[config.mk]
export PLATFORM = sky130hd
export DESIGN_NAME = irq_priority_encoder
export DESIGN_NICKNAME = d
export VERILOG_FILES = /design/src/rtl/irq_priority_encoder_pkg.sv /design/src/rtl/irq_priority_encoder_penc16_comb.sv /design/src/rtl/irq_priority_encoder.sv
export SDC_FILE = /design/constraint.sdc
export NUM_CORES = 1
export LEC_CHECK = 0
export CAP_MARGIN = 30
export CORE_UTILIZATION = 40
export DETAILED_ROUTE_END_ITERATION = 8
export DONT_BUFFER_PORTS = 1
export PLACE_DENSITY = 0.55
export REMOVE_ABC_BUFFERS = 1
export SLEW_MARGIN = 40
export SYNTH_ARGS = -nofsm -noshare
export SYNTH_HDL_FRONTEND = slang
export SYNTH_HIERARCHICAL = 1
export SYNTH_SLANG_ARGS = --single-unit
[constraint.sdc]
create_clock -name clk -period 4.11 [get_ports clk]
set_input_delay 0.822 -clock clk [delete_from_list [all_inputs] [get_ports clk]]
set_output_delay 0.822 -clock clk [all_outputs]
set_load 0.01 [all_outputs]
[src/rtl/irq_priority_encoder_pkg.sv]
// Shared definitions for the interrupt request priority encoder:
// line count, code type, reset constants and the output FSM states.
package irq_penc_defs;

  localparam int N = 16;
  localparam int W = $clog2(N);

  typedef logic [W-1:0] code_t;
  typedef enum logic {ST_IDLE, ST_PRESENT} state_e;

  localparam logic [N-1:0] MASK_RST = '0;
  localparam logic [N-1:0] PEND_RST = '0;
  localparam code_t        CODE_RST = '0;

  function automatic logic [N-1:0] code_onehot(input code_t c);
    logic [N-1:0] v;
    v    = '0;
    v[c] = 1'b1;
    return v;
  endfunction

endpackage

[src/rtl/irq_priority_encoder_penc16_comb.sv]
// Combinational priority encoder: index of the highest set bit plus an any-set flag.
module penc16_comb
  import irq_penc_defs::*;
(
  input  logic [N-1:0] vec_i,
  output logic [W-1:0] idx_o,
  output logic         any_o
);

  // Ascending scan so the last (highest) set bit overwrites lower ones.
  always_comb begin
    idx_o = '0;
    for (int i = 0; i < N; i++) begin
      if (vec_i[i]) idx_o = W'(i);
    end
  end

  assign any_o = |vec_i;

endmodule

[src/rtl/irq_priority_encoder.sv]
// 16-line sticky request collector with masked highest-index-first encoding over valid/ready.
// Define IRQ_PENC_EDGE_TRIGGER_EN to capture only rising edges of req instead of levels.
module irq_priority_encoder
  import irq_penc_defs::*;
(
  input  logic         clk,
  input  logic         rst,
  input  logic [N-1:0] req,
  input  logic         mask_wr,
  input  logic [N-1:0] mask_in,
  output logic [N-1:0] mask,
  output logic [N-1:0] pending,
  output logic [W-1:0] code,
  output logic         valid,
  input  logic         ready
);

  logic [N-1:0] pending_q, pending_d;
  logic [N-1:0] mask_q, mask_d;
  code_t        code_q, code_d;
  state_e       state_q, state_d;

  logic [N-1:0] cap, clr, eligible;
  code_t        enc_idx;
  logic         enc_any;
  logic         accept;

`ifdef IRQ_PENC_EDGE_TRIGGER_EN
  logic [N-1:0] req_q;

  always_ff @(posedge clk) begin
    if (rst) req_q <= '0;
    else     req_q <= req;
  end

  assign cap = req & ~req_q;
`else
  assign cap = req;
`endif

  assign accept   = (state_q == ST_PRESENT) && ready;
  assign clr      = accept ? code_onehot(code_q) : '0;
  // The bit being served is excluded so one assertion is never presented twice.
  assign eligible = pending_q & ~mask_q & ~clr;

  penc16_comb u_penc (
    .vec_i (eligible),
    .idx_o (enc_idx),
    .any_o (enc_any)
  );

  always_comb begin
    // A new capture on the bit being cleared keeps it pending.
    pending_d = (pending_q & ~clr) | cap;
    mask_d    = mask_wr ? mask_in : mask_q;
    state_d   = state_q;
    code_d    = code_q;
    case (state_q)
      ST_IDLE: begin
        if (enc_any) begin
          state_d = ST_PRESENT;
          code_d  = enc_idx;
        end
      end
      ST_PRESENT: begin
        if (accept) begin
          if (enc_any) code_d  = enc_idx;
          else         state_d = ST_IDLE;
        end
      end
      default: state_d = ST_IDLE;
    endcase
  end

  always_ff @(posedge clk) begin
    if (rst) begin
      pending_q <= PEND_RST;
      mask_q    <= MASK_RST;
      code_q    <= CODE_RST;
      state_q   <= ST_IDLE;
    end else begin
      pending_q <= pending_d;
      mask_q    <= mask_d;
      code_q    <= code_d;
      state_q   <= state_d;
    end
  end

  assign pending = pending_q;
  assign mask    = mask_q;
  assign code    = code_q;
  assign valid   = (state_q == ST_PRESENT);

endmodule

### After elaboration in Yosys (flattened, before gate mapping)

Cells that the tools add are included.

* bitwise gates (word level): 7
* multiplexer cells: 24
* reductions and logical operators: 3
* $lt $le $gt $ge: 2
* equal/unequal tests: 1

Operator list (count)
* $and A16 B16 Y16: 3
* $mux W4: 10
* $not A16 Y16: 2
* $mux W16: 1
* $or A16 B16 Y16: 1
* $reduce_or A16 Y1: 1
* $mux W3: 4
* $pmux W4 S2: 1
* $lt A4 B5 Y1 const B: 1
* $demux W1 S4: 1
* $ge A4 B1 Y1 const B: 1
* $mux W1: 4
* $mux W2: 2
* $logic_and A1 B1 Y1: 2
* $ne A2 B1 Y1 const B: 1
* $pmux W1 S2: 1
* $not A1 Y1: 1

* register bits: 37
* input port bits: 36
* logic and storage cells: 41
* output and inout bits: 37

### Depth between registers and ports, before layout

Gate-level depths: netlist (run 1).

* word-level depth: 25
* gate-level depth with buffers: 9
* depth with buffers taken out: 8

### By module

The synthesis (run 1) kept the hierarchy.

By module, submodules not included
* irq_priority_encoder: area each 1495.2 µm², cells an instance 167, instances 1, seq. area each 740.7 µm²
* penc16_comb: area each 170.2 µm², cells an instance 28, instances 1, seq. area each 0.0 µm²

### Worst setup path before layout (run 1)

No wires, ideal clock.

* kind: input port to flip-flop
* start: input port ready
* end: register code_q[0], in the netlist code[0]
* library setup time: 0.124 ns
* stages: 8
* path slack: 1.894 ns
* arrival time: 2.092 ns
* required time: 3.986 ns
* path buffers: 0
* path through: nand4b_1 -> o21ai_1 -> nor2_1 -> nor4_2 -> nand3_1 -> or2_1 -> a21boi_4 -> mux2i_1

* elaborated cells between the ends (all ways): 24
* classes of those cells: eq/ne (1); mux (19); bitwise (2); reduce/logical (2)

RTL lines
* start, declared: RTL line irq_priority_encoder.sv:15 `input logic ready`
* $logic_and A1 B1 Y1 (*): RTL line irq_priority_encoder.sv:41 `assign accept = (state_q == ST_PRESENT) && ready;`
* $mux W16 (*): RTL line irq_priority_encoder.sv:42 `assign clr = accept ? code_onehot(code_q) : '0;`
* $not A16 Y16 (*): RTL line irq_priority_encoder.sv:44 `assign eligible = pending_q & ~mask_q & ~clr;`
* $and A16 B16 Y16 (*): RTL line irq_priority_encoder.sv:44
* via eligible[8]: RTL line irq_priority_encoder.sv:23 `logic [N-1:0] cap, clr, eligible;`
* $reduce_or A16 Y1 (*): RTL line irq_priority_encoder_penc16_comb.sv:18 `assign any_o = |vec_i;`
* via enc_any: RTL line irq_priority_encoder.sv:25 `logic enc_any;`
* $mux W4 (*): RTL line irq_priority_encoder.sv:60, irq_priority_encoder.sv:67
* $mux W4: RTL line irq_priority_encoder.sv:66 `if (accept) begin`
* $pmux W4 S2 (*): RTL line irq_priority_encoder.sv:58 `case (state_q)`
* end signal, assigned: RTL line irq_priority_encoder.sv:84 `code_q <= code_d;`
* end, declared: RTL line irq_priority_encoder.sv:20 `code_t code_q, code_d;`

The timed path passes the listed nets; every way through them passes the cells marked *. The select of a mux whose other input is x is not followed.
A chain may end at the register's enable or synchronous reset.

### Worst setup path after layout (run 1)

* start: register state_q, in the netlist valid
* end: register code_q[3], in the netlist code[3]

* longest elaborated chain between the ends: 15
* elaborated cells between the ends (all ways): 18
* classes of those cells: eq/ne (1); mux (12); bitwise (3); reduce/logical (2)

RTL lines
* start, declared: RTL line irq_priority_encoder.sv:21 `state_e state_q, state_d;`
* start signal, assigned: RTL line irq_priority_encoder.sv:85 `state_q <= state_d;`
* $logic_and A1 B1 Y1 (*): RTL line irq_priority_encoder.sv:41
* $mux W16 (*): RTL line irq_priority_encoder.sv:42
* $not A16 Y16 (*): RTL line irq_priority_encoder.sv:44
* $and A16 B16 Y16 (*): RTL line irq_priority_encoder.sv:44
* via eligible[8]: RTL line irq_priority_encoder.sv:23
* $mux W4 (*) (8 in series): RTL line irq_priority_encoder_penc16_comb.sv:14 `if (vec_i[i]) idx_o = W'(i);`
* via enc_idx[3]: RTL line irq_priority_encoder.sv:24 `code_t enc_idx;`
* $mux W4 (*): RTL line irq_priority_encoder.sv:60, irq_priority_encoder.sv:67
* $mux W4: RTL line irq_priority_encoder.sv:66
* $pmux W4 S2 (*): RTL line irq_priority_encoder.sv:58

Marked as above.

==> results.json, run 1 <==
{
  "ys_seq_area_frac": 0.445,
  "slew_violations": 0,
  "fmax_mhz": 426,
  "fp-row-count": 23,
  "synth_cell_types": 32,
  "pre_cts_slack_ps": 1620,
  "cp_data_arrival_time_ps": 2520,
  "grt_use_total": 0.184,
  "multiInputGateArea_um2": 815,
  "status": "completed",
  "cp_slowest_cell": "dfxtp_1",
  "critPathMaxFanout": 8,
  "diodes": 0,
  "portBuffers": 0,
  "cts_tree": "done",
  "synth_area_per_cell_um2": 8.54,
  "numCtsBuffers": 5,
  "grt_pass1_vias": 1239,
  "cts_root_buffer": "clkbuf_8",
  "yosys_register_bits": 37,
  "cts_resized": 0,
  "hold_path_startpoint": "pending[2]",
  "worstReg2RegStart": "valid",
  "rsz0062_at_grt": "no",
  "die-area_mm2": 0.00443,
  "hold_violations": 0,
  "cts_num_sinks": 37,
  "p_leak_nw": 0.807,
  "maxCapViolCount": 0,
  "netlist_instances": 195,
  "ioPinCount": 73,
  "total_power_w": 0.000799,
  "hpwl_mm": 2.93,
  "clk_latency_ps": 290,
  "drive_gt1_frac": 0.0663,
  "drt-initial-drc-count": 42,
  "synth-async-reset-ratio": 0,
  "finalSetupViolCount": 0,
  "max_stage_delay_ps": 590,
  "area_growth_pct": 7.29,
  "fin_ws_ps": 1760,
  "min_period_ps": 2350,
  "synth_edf_count": 0,
  "cts_setup_buffers": 0,
  "min_path_type": "reg -> reg",
  "vdd_drop_max_uv": 225,
  "antenna_found_initial": 0,
  "ff2ff_setup_slack_ps": 1760,
  "tns_ps": 0,
  "final_common_cell": "nor2_1",
  "cts.clk_slew.worst_paths_ps": 70,
  "tightest_slew_ps": 436,
  "vias": 1325,
  "fill_cells": 422,
  "slew_headroom": 0.709,
  "overflow": 0,
  "ctsHoldBuffers": 0,
  "dp.cells": 238,
  "wire_per_inst_um": 15.8,
  "htreeDepth": 2,
  "fin_crit_sh": 0.571,
  "power_density_mw_per_mm2": 447,
  "final_cells": 246,
  "required_ps": 4280,
  "crit_chain": "nand4b_1 > o21ai_1 > nor2_1 > nor4_2 > nand3_1 > or2_1 > a21boi_4 > mux2i_1",
  "holdWs_ps": 536,
  "final_nets": 231,
  "critical_path_class": "reg -> reg",
  "ys.warnings.count": 6,
  "seqCellArea_um2": 741,
  "drc": 0,
  "grt_pass1_wl_mm": 5.82,
  "coreArea_mm2": 0.00400,
  "critPathLaunchType": "flop",
  "gp_congestion": 0.838,
  "ctsLongestPathBuffers": 2,
  "die_h_um": 66.5,
  "layout_common_cells": "nor2_1 (42), dfxtp_1 (37), mux2i_1 (20)",
  "vias_per_cell": 5.39,
  "critPathCaptureType": "flop",
  "wirelength_mm": 3.89,
  "startpoint": "valid",
  "antenna_left": 0,
  "syn_area_mm2": 0.00167,
  "first_pass_iters": 4,
  "grt_max_degree": 42,
  "die_w_um": 66.5,
  "initial_core_util": 0.416,
  "fin_skew_ps": 3.21,
  "synthFlopType": "dfxtp_1"
}
## final cells by class
type                            instances  share of cell area
Tap cell                               50              0.0350
Clock buffer                            7              0.0539
Multi-Input combinational cell        133               0.456
Inverter                               18              0.0378
Clock inverter                          1             0.00280
Sequential cell                        37               0.415
## kinds of logic after synthesis
group / Yosys count / share of synthesized area
AND/OR/NAND/NOR: 73 / 0.225
AO/OA/AOI/OAI: 40 / 0.144
flip-flops: 37 / 0.445
multiplexers: 20 / 0.120
buffers and inverters: 25 / 0.0661
## per-layer routing
layer	up-vias	GRT usage	wire, µm
li1	654	-	-
met1	612	0.219	1740
met2	52	0.296	1820
met3	7	0.0668	262
met4	0	0.0798	60
met5	-	0	0
## final timing paths
path,cells after the start,endpoint
worst max-delay path,8,code[3]
worst min register to register,2,pending[2]
worst max register to register,8,code[3]
worst min-delay path,2,pending[2]
## flip-flops by register name, summed over array words and instances (netlist names)
signal,cells
pending,16
valid,1
mask,16
code,4
## Yosys cell counts, types with 2 or more instances
library cell / number / area, µm²
nand2b_1: 13 / 81.3
or2_1: 2 / 12.5
inv_1: 18 / 67.6
o31ai_1: 2 / 15.0
a21oi_1: 17 / 85.1
mux2i_1: 20 / 200
nor2_1: 42 / 158
o21ai_1: 12 / 60.1
nand3_1: 3 / 15.0
buf_2: 4 / 20.0
nand4b_1: 2 / 17.5
nand2_1: 2 / 7.51
o21ai_0: 3 / 15.0
dfxtp_1: 37 / 741
## critical path: cells and delay by family (launching register included)
kind	cells	cell delay [ps]
muxes	1	140
AOI/OAI and AO/OA	2	410
and+or+nand+nor	5	1090
DFF	1	590
## stage by stage
step	utilization	instance area, µm²
after floorplan	-	1620
after global placement	0.421	1690
after detailed placement	0.421	1690
after CTS	0.447	1790
after global routing	0.447	1790
final	0.447	1790
## where the power goes
part	internal (W)	leakage, nW	switching [W]	total (W)
Sequential	0.000385	0.308	0.0000415	0.000427
Clock	0.000151	0.0542	0.000125	0.000276
Combinational	0.0000442	0.444	0.0000524	0.0000966
Total	0.000581	0.807	0.000219	0.000799
(Power assumes the default switching activity.)
==> inputs of run 2 (changes only) <==
clock period = 2.2 ns   (was 4.11 ns; I/O delays follow)
==> results.json, run 2 (synthesized netlist as in run 1, its figures left out) <==
{
  "grt_pass1_wl_mm": 6.14,
  "htreeDepth": 2,
  "ioPinCount": 73,
  "diodes": 0,
  "critPathCaptureType": "flop",
  "rsz0062_at_grt": "yes",
  "p_int_w": 0.00120,
  "seqCellArea_um2": 744,
  "fp-row-count": 23,
  "power_density_mw_per_mm2": 852,
  "numCtsBuffers": 5,
  "fill_cells": 403,
  "hold_violations": 0,
  "hpwl_mm": 3.20,
  "crit_chain": "nand2b_1 > o21ai_1 > nor2_1 > buf_4 > nor2_1 > a221o_1 > a31oi_1 > nand2b_1 > mux2i_1",
  "pwr-share-clk": 0.376,
  "wirelength_mm": 4.24,
  "p_sw_frac": 0.266,
  "cts_tree": "done",
  "gp_congestion": 0.738,
  "finalSetupViolCount": 0,
  "clk_latency_ps": 290,
  "coreArea_mm2": 0.00400,
  "critPathMaxFanout": 6,
  "maxCapViolCount": 0,
  "p_sw_w": 0.000435,
  "tightest_slew_ps": 358,
  "fin_crit_sh": 0.943,
  "cp_data_arrival_time_ps": 2300,
  "fin_ws_ps": 125,
  "grt_pass1_vias": 1260,
  "overflow": 0,
  "ctsLongestPathBuffers": 2,
  "min_path_type": "in -> reg",
  "status": "completed",
  "cp_slowest_cell": "dfxtp_1",
  "drc": 0,
  "vdd_drop_max_uv": 336,
  "portBuffers": 0,
  "grt_max_degree": 42,
  "die_h_um": 66.5,
  "fmax_mhz": 482,
  "initial_core_util": 0.416,
  "vias_per_cell": 5.40,
  "cts_root_buffer": "clkbuf_8",
  "antenna_found_initial": 0,
  "final_cells": 257,
  "slew_headroom": 0.760,
  "drive_gt1_frac": 0.155,
  "slew_violations": 0,
  "antenna_left": 0,
  "final_common_cell": "nor2_1",
  "die-area_mm2": 0.00443,
  "grt_use_total": 0.195,
  "power_frac_comb": 0.145,
  "finalCoreUtilization": 0.480,
  "area_growth_pct": 15.3,
  "cts_setup_buffers": 0,
  "first_pass_iters": 4,
  "p_leak_nw": 0.872,
  "final_nets": 242,
  "critical_path_class": "reg -> reg",
  "pre_cts_slack_ps": 25.0,
  "required_ps": 2430,
  "layout_common_cells": "nor2_1 (40), dfxtp_1 (34), mux2i_1 (20)",
  "seq_power_share": 0.479,
  "die_w_um": 66.5,
  "cts_num_sinks": 37,
  "wire_per_inst_um": 16.5,
  "critPathLaunchType": "flop",
  "multiInputGateArea_um2": 846,
  "drt-initial-drc-count": 26,
  "max_stage_delay_ps": 430,
  "cts.clk_slew.worst_paths_ps": 80,
  "vias": 1389,
  "dp.cells": 249,
  "fin_skew_ps": 7.40,
  "min_period_ps": 2080
}
==> run 2: cell types whose count changed in the layout (fill, tap and decap cells not counted), moves of 2 or more <==
| cell | previous run | this run |
|---|---|---|
| nor2_1 | 42 | 40 |
| buf_4 | 0 | 11 |
| nor2_2 | 0 | 2 |
| o21ai_1 | 12 | 9 |
| dfxtp_2 | 0 | 3 |
| o21ai_2 | 0 | 3 |
| dfxtp_1 | 37 | 34 |
==> run 2: final timing paths <==
kind         depth (start not counted)    endpoint       start  slack (ps)
min                                  1       valid         rst         200
max reg2reg                          9     code[0]     code[1]         120
max                                  9     code[0]     code[1]         120
min reg2reg                          2  pending[9]  pending[9]         540
==> run 2: layout make-up <==
type	count	area share
timing repair buffer	11	0.0430
clock inverter	1	0.0156
multi-input combinational	133	0.441
sequential	37	0.388
tap	50	0.0326
inverter	18	0.0352
clock buffer	7	0.0450
==> run 2: through the flow <==
| step | power [W] | cell area (µm²) | hold slack [ps] | TNS [ps] |
|---|---|---|---|---|
| 6_report | 0.00164 | 1920 | 199 | 0 |
| 5_1_grt | 0.00172 | 1920 | 187 | -69.5 |
| 4_1_cts | 0.00164 | 1880 | 200 | 0 |
| 3_5_place_dp | 0.00103 | 1770 | 514 | 0 |
| 3_3_place_gp | 0.00102 | 1770 | 509 | 0 |
| 2_1_floorplan | 0.000942 | 1620 | 502 | 0 |
==> run 2: repair_timing <==
item,in CTS,in global routing
endpoints found under the hold margin,0,0
gates resized for setup,0,10
endpoints found under the setup margin,0,5
hold buffers,0,0
==> run 2: metal layers <==
layer / routed length (µm) / global-route usage / vias up
met1: 1850 / 0.221 / 645
met5: 0 / 0 / -
met4: 55 / 0.0638 / 0
met2: 2040 / 0.338 / 56
met3: 296 / 0.0702 / 7
li1: - / - / 681
==> run 2: power by group through the flow <==
stage               Sequential, W  Clock, W  Combinational, W
finish                   0.000784  0.000615          0.000237
global route             0.000793  0.000663          0.000263
CTS                      0.000783  0.000629          0.000229
detailed placement       0.000798         0          0.000228
global placement         0.000797         0          0.000224
floorplan                0.000796         0          0.000147
==> run 2: worst max-delay path: cells and delay by family (launching register included) <==
kind,cells,cell delay [ps]
buf+inv,1,160
flops,1,430
simple gates,4,620
mux,1,130
compound gates,3,680
==> inputs of run 3 (changes only) <==
GPL_TIMING_DRIVEN = 0   (was default)
MAX_ROUTING_LAYER = met4   (was default)
SYNTH_HIERARCHICAL = default   (was 1)
==> results.json, run 3 <==
{
  "netlist_instances": 207,
  "yosys_register_bits": 37,
  "wire_per_inst_um": 16.4,
  "crit_chain": "and2b_2 > a21oi_1 > or4b_4 > or3_4 > o221ai_2 > nand2_1",
  "p_sw_frac": 0.278,
  "maxCapViolCount": 0,
  "ioPinCount": 73,
  "p_leak_nw": 0.837,
  "slew_headroom": 0.582,
  "cp_slowest_cell": "or4b_4",
  "ys_top_cells_by_area": "dfxtp_1 (42%), mux2i_1 (9.7%), nor2_1 (7.1%)",
  "synth_top_area_cell": "dfxtp_1",
  "synth.most_common_cell": "dfxtp_1",
  "drive_gt1_frac": 0.177,
  "rsz0062_at_grt": "yes",
  "die_h_um": 68.2,
  "multiInputGateArea_mm2": 0.00101,
  "synth_top_area_frac": 0.423,
  "synthFlopType": "dfxtp_1",
  "tightest_slew_ps": 621,
  "ys.warnings.count": 0,
  "clk_latency_ps": 280,
  "syn_area_mm2": 0.00175,
  "power_frac_comb": 0.161,
  "seq_power_share": 0.534,
  "min_path_type": "in -> reg",
  "initial_core_util": 0.426,
  "cp_data_arrival_time_ps": 2340,
  "fin_skew_ps": 2.10,
  "portBuffers": 0,
  "seqCellArea_um2": 759,
  "synth_area_per_cell_um2": 8.47,
  "status": "completed",
  "cts.clk_slew.worst_paths_ps": 70,
  "ctsLongestPathBuffers": 2,
  "finalSetupViolCount": 0,
  "synth-async-reset-ratio": 0,
  "cts_tree": "done",
  "cts_root_buffer": "clkbuf_8",
  "gp_congestion": 0.822,
  "fill_cells": 404,
  "p_int_w": 0.00109,
  "final_nets": 251,
  "ys_seq_area_frac": 0.423,
  "cts_num_sinks": 37,
  "overflow": 0,
  "drt-initial-drc-count": 86,
  "drc": 0,
  "path_delay_family": "simple AND/OR/NAND/NOR gates",
  "wirelength_mm": 4.35,
  "vdd_drop_max_uv": 297,
  "diodes": 0,
  "die-area_mm2": 0.00465,
  "critPathCaptureType": "flop",
  "timing.critical_path.buf_inv": 0,
  "vias": 1507,
  "grt_max_degree": 38,
  "slew_violations": 0,
  "critPathMaxFanout": 9,
  "synth_cell_types": 44,
  "layout_common_cells": "nor2_1 (32), dfxtp_1 (32), a21oi_1 (20)",
  "first_pass_iters": 4,
  "ctsHoldBuffers": 0,
  "pwr-share-clk": 0.305,
  "pre_cts_slack_ps": -284,
  "fin_crit_sh": 0.986,
  "hpwl_mm": 3.13,
  "min_period_ps": 2170,
  "power_density_mw_per_mm2": 743,
  "finalCoreUtilization": 0.494,
  "htreeDepth": 2,
  "fp-row-count": 23,
  "area_growth_pct": 16.0,
  "numCtsBuffers": 5,
  "critPathLaunchType": "flop",
  "ys_top_cells_by_count": "dfxtp_1 (37), nor2_1 (33), a21oi_1 (21), mux2i_1 (17)",
  "grt_use_total": 0.197,
  "grt_pass1_wl_mm": 6.53,
  "hold_violations": 0,
  "fin_ws_ps": 30.6,
  "max_stage_delay_ps": 560,
  "required_ps": 2370,
  "antenna_left": 0,
  "die_w_um": 68.2,
  "synth_edf_count": 0,
  "antenna_found_initial": 0,
  "coreArea_mm2": 0.00412,
  "fmax_mhz": 461,
  "critical_path_class": "reg -> reg",
  "p_sw_w": 0.000421,
  "vias_per_cell": 5.69,
  "grt_pass1_vias": 1399
}
run 3: kinds of logic (layout without fill, tap and decap cells):
group / Yosys count / in the layout / share of synthesized area
buf+inv: 21 / 29 / 0.0492
mux: 17 / 17 / 0.0971
compound gates: 58 / 58 / 0.206
simple gates: 74 / 74 / 0.226
flops: 37 / 37 / 0.423
run 3: power groups by stage:
stage,Combinational [W],Sequential (W),Clock [W]
3_3_place_gp,0.000186,0.000815,0
2_1_floorplan,0.000159,0.000797,0
5_1_grt,0.000270,0.000815,0.000517
3_5_place_dp,0.000189,0.000818,0
6_report,0.000243,0.000807,0.000461
4_1_cts,0.000194,0.000805,0.000482
run 3: per-layer routing:
| layer | GRT usage | vias up | share of wire |
|---|---|---|---|
| li1 | - | 753 | - |
| met1 | 0.243 | 693 | 0.45 |
| met2 | 0.292 | 56 | 0.46 |
| met3 | 0.0783 | 5 | 0.071 |
| met4 | 0.0625 | 0 | 0.012 |
| met5 | - | - | 0 |
run 3: metrics by stage:
stage	cells	hold WS (ps)	cell area (µm²)	setup TNS, ps	total power, W
final	265	217	2030	0	0.00151
after CTS	258	210	1900	0	0.00148
after floorplan	200	500	1720	0	0.000956
after global routing	265	201	2030	-113	0.00160
after detailed placement	250	515	1780	-920	0.00101
after global placement	250	513	1780	-930	0.00100
run 3: area by class of cell:
cell class | count | share of cell area
multi-input cells | 149 | 0.496
clock buffers | 7 | 0.0425
flip-flops and latches | 37 | 0.374
repair buffers | 8 | 0.0314
well taps | 50 | 0.0308
inverters | 14 | 0.0258
run 3: timing repair:
| item | 4_1_cts | 5_1_grt |
|---|---|---|
| resized for setup | 14 | 21 |
| gates cloned | 0 | 0 |
| pin swaps | 1 | 6 |
| endpoints found under the setup margin | 5 | 4 |
| setup buffers | 1 | 7 |
run 3: final timing paths:
| kind | startpoint | to | slack, ps | depth (start not counted) |
|---|---|---|---|---|
| min | rst | pending[9] | 220 | 1 |
| min reg2reg | pending[14] | pending[14] | 550 | 2 |
| max reg2reg | code[3] | code[1] | 30 | 6 |
| max | code[3] | code[1] | 30 | 6 |
